**config.mk**
```make
export PLATFORM = sky130hd
export DESIGN_NAME = mem_port_arbiter
export DESIGN_NICKNAME = d
export VERILOG_FILES = /design/src/rtl/mem_port_arbiter_pkg.sv /design/src/rtl/mem_port_arbiter_arb_pick.sv /design/src/rtl/mem_port_arbiter.sv
export SDC_FILE = /design/constraint.sdc
export NUM_CORES = 1
export LEC_CHECK = 0
export BUFFER_PORTS_ARGS = -buffer_cell sky130_fd_sc_hd__buf_2
export CAP_MARGIN = 10
export CORE_ASPECT_RATIO = 0.5
export CORE_MARGIN = 3
export CORE_UTILIZATION = 40
export CTS_CLUSTER_SIZE = 12
export DETAILED_ROUTE_END_ITERATION = 7
export PLACE_DENSITY = 0.85
export SYNTH_ARGS = -nofsm -noshare
export SYNTH_HDL_FRONTEND = slang
export SYNTH_HIERARCHICAL = 1
export SYNTH_SLANG_ARGS = --single-unit
```
**constraint.sdc**
```tcl
create_clock -name clk -period 1.7 [get_ports clk]
set_input_delay 0.17 -clock clk [delete_from_list [all_inputs] [get_ports clk]]
set_output_delay 0.17 -clock clk [all_outputs]
set_load 0.1 [all_outputs]
```
**src/rtl/mem_port_arbiter_pkg.sv**
```systemverilog
`default_nettype none
// +--------------------------------------------------------------------------+
// | mem_port_arbiter_pkg                                                     |
// | Shared encodings and widths for the IF/LS memory port arbiter.           |
// | Revision: 1.0                                                            |
// +--------------------------------------------------------------------------+
package mem_port_arbiter_pkg;

  localparam int c_ADDR_W   = 32;
  localparam int c_DATA_W   = 32;
  localparam int c_STREAK_W = 4;

  typedef enum logic [1:0] {
    ARB_IDLE  = 2'd0,
    ARB_ISSUE = 2'd1,
    ARB_WAIT  = 2'd2,
    ARB_DONE  = 2'd3
  } arb_state_t;

  typedef enum logic {
    OWN_IF = 1'b0,
    OWN_LS = 1'b1
  } arb_owner_t;

  // Saturating increment so a long LS burst never wraps back below the limit.
  function automatic logic [c_STREAK_W-1:0] streak_next(input logic [c_STREAK_W-1:0] cur);
    return (cur == {c_STREAK_W{1'b1}}) ? cur : cur + 1'b1;
  endfunction

endpackage : mem_port_arbiter_pkg
`default_nettype wire

```
**src/rtl/mem_port_arbiter_arb_pick.sv**
```systemverilog
`default_nettype none
// +--------------------------------------------------------------------------+
// | mem_port_arbiter_arb_pick                                                |
// | Combinational winner select; LS first unless ARB_FAIRNESS_EN forces IF.  |
// | Revision: 1.0                                                            |
// +--------------------------------------------------------------------------+
module mem_port_arbiter_arb_pick
  import mem_port_arbiter_pkg::*;
#(
  parameter int MAX_LS_STREAK = 4
) (
  input  logic                  i_if_req,
  input  logic                  i_ls_req,
  input  logic [c_STREAK_W-1:0] i_streak,
  output logic                  o_valid,
  output arb_owner_t            o_owner
);

  logic w_force_if;

`ifdef ARB_FAIRNESS_EN
  // IF takes one turn once LS has won MAX_LS_STREAK times in a row over it.
  assign w_force_if = i_if_req && i_ls_req &&
                      (i_streak == c_STREAK_W'(MAX_LS_STREAK));
`else
  logic w_unused_fair;
  assign w_unused_fair = ^{i_streak, c_STREAK_W'(MAX_LS_STREAK)};
  assign w_force_if    = 1'b0;
`endif

  assign o_valid = i_if_req | i_ls_req;
  assign o_owner = (i_ls_req && !w_force_if) ? OWN_LS : OWN_IF;

endmodule : mem_port_arbiter_arb_pick
`default_nettype wire

```
**src/rtl/mem_port_arbiter.sv**
```systemverilog
`default_nettype none
// +--------------------------------------------------------------------------+
// | mem_port_arbiter                                                         |
// | Shares one single-port memory between fetch (IF) and load/store (LS),    |
// | one transaction at a time. Optional IF fairness: ARB_FAIRNESS_EN.        |
// | Revision: 1.0                                                            |
// +--------------------------------------------------------------------------+
module mem_port_arbiter
  import mem_port_arbiter_pkg::*;
#(
  parameter int ADDR_W        = c_ADDR_W,
  parameter int DATA_W        = c_DATA_W,
  parameter int MAX_LS_STREAK = 4
) (
  input  logic              clk,
  input  logic              rst_n,
  input  logic              i_if_req,
  input  logic [ADDR_W-1:0] i_if_addr,
  output logic              o_if_gnt,
  output logic              o_if_rvalid,
  output logic [DATA_W-1:0] o_if_rdata,
  input  logic              i_ls_req,
  input  logic              i_ls_wen,
  input  logic [ADDR_W-1:0] i_ls_addr,
  input  logic [DATA_W-1:0] i_ls_wdata,
  output logic              o_ls_gnt,
  output logic              o_ls_rvalid,
  output logic [DATA_W-1:0] o_ls_rdata,
  output logic              o_mem_req,
  output logic              o_mem_wen,
  output logic [ADDR_W-1:0] o_mem_addr,
  output logic [DATA_W-1:0] o_mem_wdata,
  input  logic              i_mem_ready,
  input  logic              i_mem_rvalid,
  input  logic [DATA_W-1:0] i_mem_rdata
);

  arb_state_t            r_state;
  arb_owner_t            r_owner;
  logic                  r_mem_req;
  logic                  r_mem_wen;
  logic [ADDR_W-1:0]     r_mem_addr;
  logic [DATA_W-1:0]     r_mem_wdata;
  logic                  r_if_rvalid;
  logic                  r_ls_rvalid;
  logic [DATA_W-1:0]     r_if_rdata;
  logic [DATA_W-1:0]     r_ls_rdata;

  logic                  w_pick_valid;
  arb_owner_t            w_pick_owner;
  logic                  w_grant;
  logic                  w_capture;
  logic [DATA_W-1:0]     w_resp_data;
  logic [c_STREAK_W-1:0] w_streak;

  mem_port_arbiter_arb_pick #(
    .MAX_LS_STREAK (MAX_LS_STREAK)
  ) u_pick (
    .i_if_req (i_if_req),
    .i_ls_req (i_ls_req),
    .i_streak (w_streak),
    .o_valid  (w_pick_valid),
    .o_owner  (w_pick_owner)
  );

  // Grant is the only combinational output: the requester must see it in the
  // same cycle it is accepted. Gated by rst_n so reset drives every output low.
  assign w_grant  = rst_n && (r_state == ARB_IDLE) && w_pick_valid;
  assign o_if_gnt = w_grant && (w_pick_owner == OWN_IF);
  assign o_ls_gnt = w_grant && (w_pick_owner == OWN_LS);

  // A response is accepted only once the request has been taken; a store
  // acknowledgement returns zero rather than whatever the bus carries.
  assign w_capture   = ((r_state == ARB_ISSUE) && i_mem_ready && i_mem_rvalid) ||
                       ((r_state == ARB_WAIT)  && i_mem_rvalid);
  assign w_resp_data = r_mem_wen ? '0 : i_mem_rdata;

  always_ff @(posedge clk) begin
    if (!rst_n) begin
      r_state     <= ARB_IDLE;
      r_owner     <= OWN_IF;
      r_mem_req   <= 1'b0;
      r_mem_wen   <= 1'b0;
      r_mem_addr  <= '0;
      r_mem_wdata <= '0;
      r_if_rvalid <= 1'b0;
      r_ls_rvalid <= 1'b0;
      r_if_rdata  <= '0;
      r_ls_rdata  <= '0;
    end else begin
      case (r_state)
        ARB_IDLE: begin
          if (w_pick_valid) begin
            r_owner   <= w_pick_owner;
            r_mem_req <= 1'b1;
            if (w_pick_owner == OWN_LS) begin
              r_mem_wen   <= i_ls_wen;
              r_mem_addr  <= i_ls_addr;
              r_mem_wdata <= i_ls_wen ? i_ls_wdata : '0;
            end else begin
              r_mem_wen   <= 1'b0;
              r_mem_addr  <= i_if_addr;
              r_mem_wdata <= '0;
            end
            r_state <= ARB_ISSUE;
          end
        end
        ARB_ISSUE: begin
          if (i_mem_ready) begin
            r_mem_req <= 1'b0;
            r_state   <= i_mem_rvalid ? ARB_DONE : ARB_WAIT;
          end
        end
        ARB_WAIT: begin
          if (i_mem_rvalid) begin
            r_state <= ARB_DONE;
          end
        end
        ARB_DONE: begin
          r_if_rvalid <= 1'b0;
          r_ls_rvalid <= 1'b0;
          r_if_rdata  <= '0;
          r_ls_rdata  <= '0;
          r_state     <= ARB_IDLE;
        end
        default: r_state <= ARB_IDLE;
      endcase

      if (w_capture) begin
        r_if_rvalid <= (r_owner == OWN_IF);
        r_ls_rvalid <= (r_owner == OWN_LS);
        r_if_rdata  <= (r_owner == OWN_IF) ? w_resp_data : '0;
        r_ls_rdata  <= (r_owner == OWN_LS) ? w_resp_data : '0;
      end
    end
  end

`ifdef ARB_FAIRNESS_EN
  logic [c_STREAK_W-1:0] r_streak;

  // Counts LS wins that made a waiting IF lose; any other grant restarts it.
  always_ff @(posedge clk) begin
    if (!rst_n) begin
      r_streak <= '0;
    end else if (w_grant) begin
      if ((w_pick_owner == OWN_LS) && i_if_req) begin
        r_streak <= streak_next(r_streak);
      end else begin
        r_streak <= '0;
      end
    end
  end

  assign w_streak = r_streak;
`else
  assign w_streak = '0;
`endif

  assign o_mem_req   = r_mem_req;
  assign o_mem_wen   = r_mem_wen;
  assign o_mem_addr  = r_mem_addr;
  assign o_mem_wdata = r_mem_wdata;
  assign o_if_rvalid = r_if_rvalid;
  assign o_if_rdata  = r_if_rdata;
  assign o_ls_rvalid = r_ls_rvalid;
  assign o_ls_rdata  = r_ls_rdata;

endmodule : mem_port_arbiter
`default_nettype wire

```
# Word-level counts from Yosys, hierarchy flattened
# Index checks and enable logic that the tools add are counted.
[word_totals]
ff_bits = 135
latch_bits = 0
ramBits = 0
romBits = 0
inputBits = 135
out_inout_bits = 134
wordCells = 55
n_memories = 0
[classes]
addsub = 0
multipliers = 0
div_mod_pow = 0
magnitude_cmp = 0
eq_ne = 6
shift = 0
n_mux = 22
bitwise_logic = 3
reduce_logical = 14
[ops]
columns = ["op", "n"]
rows = [
  ["32-bit 2-to-1 mux", 9],
  ["1-bit 2-to-1 mux", 8],
  ["2-bit one-hot mux with 4 select lines", 1],
  ["1-bit logical AND", 7],
  ["2-bit 2-to-1 mux", 3],
  ["2-bit inequality test, second input constant", 3],
  ["3-bit AND reduction", 2],
  ["2-bit == test, second input constant", 2],
  ["2-bit nonzero test", 2],
  ["2-bit by 1-bit == test with 1-bit output, second input constant", 1],
  ["2-bit zero test", 1],
  ["1-bit inverter", 2],
  ["1-bit one-hot mux with 2 select lines", 1],
  ["2-bit AND reduction", 1],
  ["1-bit logical OR", 1],
  ["1-bit OR", 1],
]

# Logic depth before layout (Yosys ltp)
# Gate-level depths: netlist (run 1).
[logic_depth]
word_depth = 5
ltp_mapped = 7
ltp_nobuf = 5

# Cells and area by module
# The synthesis (run 1) kept the hierarchy.
[modules_own_cells]
columns = ["mod", "n_inst", "cells_each", "area_each_um2", "seq_area_each_um2"]
rows = [
  ["mem_port_arbiter", 1, 451, 4922.2, 2702.6],
  ["mem_port_arbiter_arb_pick", 1, 2, 13.8, 0.0],
]

# Worst setup path before layout (run 1)
# OpenSTA, ideal clock, no wires.
[synth_timing]
kind = "in2out"
from = "in i_ls_req"
to = "out o_ls_gnt"
t_arrival_ns = 2.015
required_time_ns = 1.530
path_slack_ns = -0.485
path_stages = 5
path_buffers = 3
path_cell_list = "buf_4 > buf_2 > buf_2 > inv_1 > nor2_1"
[synth_via]
elab_chain_len = 3
elab_cells_between_ends = 4
cone_classes = "mux (1); bitwise (1); reduce/logical (2)"
[synth_lines]
columns = ["item", "line_no", "source"]
rows = [
  ["from (decl)", "mem_port_arbiter.sv:22", "input logic i_ls_req,"],
  ["1-bit OR", "mem_port_arbiter_arb_pick.sv:31", "assign o_valid = i_if_req | i_ls_req;"],
  ["1-bit logical AND", "mem_port_arbiter.sv:68", "assign w_grant = rst_n && (r_state == ARB_IDLE) && w_pick_valid;"],
  ["1-bit logical AND (*)", "mem_port_arbiter.sv:70", "assign o_ls_gnt = w_grant && (w_pick_owner == OWN_LS);"],
  ["to (decl)", "mem_port_arbiter.sv:26", "output logic o_ls_gnt,"],
]
# Every way passes the cells marked *; elsewhere a longest branch is shown, timed or not.

# Final worst setup path (run 1)
[layout_timing]
from = "reg r_state[1]"
to = "out o_ls_gnt"
[layout_via]
elab_chain_len = 4
[layout_lines]
columns = ["item", "line_no", "source"]
rows = [
  ["from (decl)", "mem_port_arbiter.sv:38", "arb_state_t r_state;"],
  ["from (signal assigned)", "mem_port_arbiter.sv:111", "r_state <= i_mem_rvalid ? ARB_DONE : ARB_WAIT;"],
  ["2-bit zero test", "mem_port_arbiter.sv:68", ""],
  ["1-bit logical AND (2 in a row)", "mem_port_arbiter.sv:68", ""],
  ["1-bit logical AND", "mem_port_arbiter.sv:70", ""],
]
# Every way passes these cells.

==> key figures, run 1 <==
Run status
  – Status: complete, no violations

Pwr
  – LEAKAGE: 3.434 nW
  – Register share of total power: 28.1%
  – Clock power frac: 23.9%
  – Pwr dens: around 2000 mW/mm2
  – Sw frac: 49.16%
  – Net Switching: 7.012 mW
  – Int Power: 7.252 mW
  – Overall power: 14.26 mW
  – Maximum VDD drop: 0.9594 mV
  – Combinational Power Share: 48.1%

Clock network
  – Clk slew on worst S/H paths: 0.06 ns
  – CTS root buffer: clkbuf_16
  – CTS sink cnt: 135
  – Inserted Clock Buffers: 17
  – Clock buffer depth: 2
  – CTS tree: yes
  – H-tree Lvls: 4
  – Clock Latency Late Sink: between 0.3 and 0.4 ns

Critical path
  – CP cell instances: inv_2 > buf_4 > ha_4 > nand3_4 > nor2_4 > buf_12
  – Worst R2R Path Depth: 7
  – R2R Setup Slk: 0.08 ns
  – Slowest-stage cell, CP: dfxtp_4
  – Worst Setup Path Type: reg2out
  – Launching element type of the critical path: flop
  – Max incr delay on CP: 0.36 ns
  – CP Max Fanout: 5
  – Reg2reg start: r_state[1]$_SDFFE_PN0P_
  – Required @ worst endpoint: 1.53 ns
  – Reg-to-Reg End: o_ls_rdata[2]$_SDFFE_PN0P_
  – Critical Path AT: 1.45 ns
  – Setup crit end kind: output pin

Place
  – Area post-placement: between 0.006 and 0.007 mm2
  – Post-Place Setup Slack: -0.01202 ns
  – Port Buffers: 268
  – DP Wirelength: approximately 10000 um
  – Final RePlAce weighted congestion: 0.8201

GRT
  – Vias in the first global route: between 4000 and 5000
  – Largest net degree at the start of global routing: 69
  – Remaining Overflow, GRT: 0
  – First-pass GRT wire length: 21310 um
  – Initial antenna violation count: 0
  – GRT Overall Usage: 19.03%

Synth
  – Number of synthesis warnings: 6
  – Syn_nets: 592
  – Syn Inst Count: 452
  – Mapped Area: 0.004932 mm2
  – Syn_area_per_cell: 10.91 um2

Finish
  – Commonest non-fill, non-tap cell in the layout: buf_2
  – Fin util: 62.68%
  – Filler cells: 944
  – Nets: 856
  – Diode count: 0
  – Layout area overhead: 45.97%
  – Final instance area: 0.007199 mm2
  – Fraction of layout cells with a size suffix above 1: 46.36%
  – Most frequent cells in the layout: buf_2 (266), dfxtp_1 (132), nor2_1 (66), a32o_1 (64), a211oi_1 (33)

Timing
  – Maximum clock rate: just over 600 MHz
  – Final Hold Viols: 0
  – Max-slew violations: 0
  – Final period util: 95.47%
  – Worst setup margin: between 0.07 and 0.08 ns
  – Final setup viols: 0
  – Worst slew margin: between 50% and 60%
  – RSZ-0062 raised after global routing: no
  – Final Skew: slightly above 0.006 ns
  – Measured slew at the worst slew-check pin: between 0.7 and 0.8 ns
  – Final worst path period need: ~1.6 ns

Min path
  – Hold_sp: i_ls_wdata[9]
  – Hold/Removal Path Class: in2reg
  – Hold path depth: 3
  – Worst Hold Path EP: o_mem_wdata[9]$_SDFFE_PN0P_

Run
  – MaxCap Viol Count: 0

Route
  – DRC viols: 0
  – DRT iter0 DRCs: 397
  – Via count: 4673
  – Post-route ant nets: 0
  – Detailed-route wire length per cell: 15.93 um
  – Vias per inst: 5.262
  – Final wirelength: 14150 um
  – TritonRoute pass-1 iters: 5

Floorplan
  – Die area: 0.01378 mm2
  – Die width: around 160 um
  – # rows: 27
  – Core Region: ~0.011 mm2
  – Die Y: 84.52 um
  – Effective utilization at floorplan: 42.94%
  – Top Ports: 269
## cell type report
cell class                 instances  area (um2)  share of cell area [%]
multi-input combinational        266        2037                   28.29
clock buffer                      18       429.2                   5.961
sequential                       135        2709                   37.63
tap                              159       198.9                   2.763
inverter                           4       15.01                  0.2086
timing repair buffer             292        1684                   23.39
clock inverter                    14       126.4                   1.755
## layer usage
metal / wire length, um / GRT usage, %
met2: 7502 / 35.30
met5: 0 / 0
met4: 226 / 7.214
met1: 5688 / 21.51
met3: 733 / 4.041
## worst max path at each step
stage | startpoint | end | slack, ns | depth (start not counted)
5_1_grt | r_state[0]$_SDFFE_PN0P_ | o_ls_rdata[2]$_SDFFE_PN0P_ | 0.006 | 7
4_1_cts | r_state[1]$_SDFFE_PN0P_ | o_if_gnt | 0.009 | 6
2_1_floorplan | r_state[0]$_SDFFE_PN0P_ | o_if_gnt | -0.05 | 4
3_3_place_gp | r_state[1]$_SDFFE_PN0P_ | o_ls_rdata[10]$_SDFFE_PN0P_ | 0.08 | 6
6_report | r_state[1]$_SDFFE_PN0P_ | o_ls_gnt | 0.08 | 6
3_5_place_dp | r_state[1]$_SDFFE_PN0P_ | o_ls_rdata[6]$_SDFFE_PN0P_ | -0.01 | 6
## timing repair
action / in CTS / in global routing
resized for setup: 8 / 13
hold buffers: 0 / 0
setup endpoints to repair: 25 / 110
pin swaps: 3 / 4
buffers inserted: 1 / 3
cloned: 0 / 3
## sequential cells by signal (all words and copies together), names as in the netlist
signal and flops:
r_owner 1, o_mem_wen 1, r_state 2, o_if_rvalid 1, o_if_rdata 32, o_ls_rdata 32
o_mem_addr 32, o_mem_req 1, o_ls_rvalid 1, o_mem_wdata 32
## power groups by stage
stage / clock network, mW / logic [mW] / registers [mW]
after floorplan: 0 / 1.67 / 7.67
after global placement: 0 / 6.49 / 4.03
after detailed placement: 0 / 6.58 / 4.05
after CTS: 3.46 / 6.68 / 4.00
after global routing: 3.62 / 7.16 / 4.07
final: 3.40 / 6.86 / 4.00
## through the flow
stage	TNS, ns	hold slack (ns)	std cells
after floorplan	-0.1007	0.2875	452
after global placement	0	0.4045	849
after detailed placement	-0.1662	0.4149	849
after CTS	0	0.001175	882
after global routing	0	0.005293	888
final	0	0.01101	888
## critical path, delay by kind of cell, from the launching register on
family / cells / cell delay (ns)
flops: 1 / 0.36
fa+ha+maj: 1 / 0.14
buf+inv: 3 / 0.36
simple gates: 2 / 0.20
Note: power is estimated with default switching activity, not from simulation.
==> inputs of run 2 (changes only) <==
ABC_AREA = 1   (was not set)
CORE_UTILIZATION = 43   (was 40)
PLACE_DENSITY = 0.86   (was 0.85)
==> run 2 against run 1 <==
Core utilization down 1.3 points. Non-clock buffer count down 3. Combinational power up 3.6%. Register-to-register slack better by 0.06 ns. Critical path depth down 1. Critical path type unchanged. Largest power group unchanged.
==> key figures, run 2 <==
Critical path
  – Setup crit end kind: output pin
  – Worst Setup Path Type: reg2out
  – Critical Path AT: 1.43 ns
  – Launching element type of the critical path: flop
  – CP Max Fanout: 5
  – Required @ worst endpoint: about 1.5 ns
  – Worst R2R Path Depth: 8

Run status
  – Status: complete, no violations

GRT
  – Largest net degree at the start of global routing: 103
  – Remaining Overflow, GRT: 0
  – Vias in the first global route: 5902
  – GRT Overall Usage: 22.28%
  – First-pass GRT wire length: around 28000 um
  – Initial antenna violation count: 0

Timing
  – RSZ-0062 raised after global routing: no
  – Final Skew: 0.006747 ns
  – Final setup viols: 0
  – Max-slew violations: 0
  – Setup TNS: 0 ns
  – Measured slew at the worst slew-check pin: 0.6314 ns
  – Final period util: 94.22%
  – Final Hold Viols: 0
  – Maximum clock rate: 624.3 MHz
  – Final worst path period need: 1.602 ns
  – Worst slew margin: between 50% and 60%

Floorplan
  – Top Ports: roughly 270
  – Die Y: 88.98 um
  – # rows: 29
  – Core Region: 0.01306 mm2
  – Die area: about 0.015 mm2
  – Effective utilization at floorplan: 45.34%
  – Die width: 172.0 um

Finish
  – Final instance area: 0.008020 mm2
  – Most frequent cells in the layout: buf_2 (265), dfxtp_1 (133), nand2_1 (112), a21oi_1 (102), nand3_1 (100)
  – Fin util: 61.40%
  – Nets: 1153
  – Layout area overhead: 35.43%
  – Diode count: 0
  – Fraction of layout cells with a size suffix above 1: 32.75%
  – Commonest non-fill, non-tap cell in the layout: buf_2

Min path
  – Hold path depth: 3
  – Hold/Removal Path Class: in2reg

Clock network
  – Clock Latency Late Sink: 0.40 ns
  – Total setup buffers inserted after CTS: 0
  – Clock buffer depth: 2
  – Cts hold-fix bufs: 0
  – CTS sink cnt: 135
  – Inserted Clock Buffers: 17
  – Clk slew on worst S/H paths: roughly 0.06 ns
  – CTS root buffer: clkbuf_16
  – H-tree Lvls: 4
  – CTS tree: yes

Route
  – Post-route ant nets: 0
  – TritonRoute pass-1 iters: 5
  – Via count: ~6500
  – DRT iter0 DRCs: around 450
  – Vias per inst: 5.437
  – Detailed-route wire length per cell: 15.32 um
  – DRC viols: 0
  – Final wirelength: 18330 um

Synth
  – Syn_nets: 928
  – Syn_area_per_cell: 7.515 um2
  – Mapped Area: 0.005922 mm2
  – Syn Inst Count: 788
  – Number of synthesis warnings: 6

Place
  – Final RePlAce weighted congestion: 0.8549
  – Port Buffers: ~270
  – DP Wirelength: 12440 um
  – Area post-placement: roughly 0.0074 mm2

Pwr
  – LEAKAGE: between 3 and 4 nW
  – Maximum VDD drop: roughly 1.3 mV
  – Overall power: 14.94 mW
  – Pwr dens: 1863 mW/mm2

Run
  – MaxCap Viol Count: 0
[run 2: metal layers]
metal | share of wire [%] | track usage [%]
met2 | 51 | 40.23
met4 | 1.6 | 6.300
met1 | 42 | 28.11
met3 | 5.4 | 3.489
met5 | 0 | 0
[run 2: where the power goes]
group / internal, mW / leakage, nW / total [mW] / switching, mW
logic: 1.35 / 2.52 / 7.11 / 5.76
registers: 3.71 / 1.10 / 4.03 / 0.325
clock network: 2.36 / 0.289 / 3.80 / 1.43
total: 7.42 / 3.91 / 14.9 / 7.52
[run 2: cell type report]
cell class	count	area [um2]
clock buffer	18	439.2
tap	170	212.7
inverter	78	292.8
fill	1150	5042
sequential	135	2705
multi-input combinational	492	2570
clock inverter	14	173.9
timing repair buffer	289	1627
[run 2: critical path, stage by stage (launching register included)]
cell	delay, ns
dfxtp_2	0.34
inv_2	0.10
ha_4	0.17
nand3_4	0.10
nor2_4	0.14
buf_12	0.18
[run 2: timing repair]
item,in CTS,in global routing
resized for setup,3,8
pin swaps,1,0
setup endpoints to repair,2,17
[run 2: path summary, 6_finish.rpt]
path / start / endpoint / slack (ns)
max: r_state[0]$_SDFFE_PN0P_ / o_ls_gnt / 0.1
min: i_ls_wdata[4] / o_mem_wdata[4]$_SDFFE_PN0P_ / 0.04
max reg2reg: r_state[0]$_SDFFE_PN0P_ / o_mem_addr[5]$_SDFFE_PN0P_ / 0.14
min reg2reg: o_mem_wdata[30]$_SDFFE_PN0P_ / o_mem_wdata[30]$_SDFFE_PN0P_ / 0.46
[run 2: per-stage QoR]
step	hold slack, ns	instances	setup slack, ns
6_report	0.04301	1196	0.09821
5_1_grt	0.03090	1196	0.01553
4_1_cts	0.02881	1196	-0.002021
3_5_place_dp	0.4500	1164	0.1105
3_3_place_gp	0.4433	1164	0.1877
2_1_floorplan	0.3378	788	-0.01017
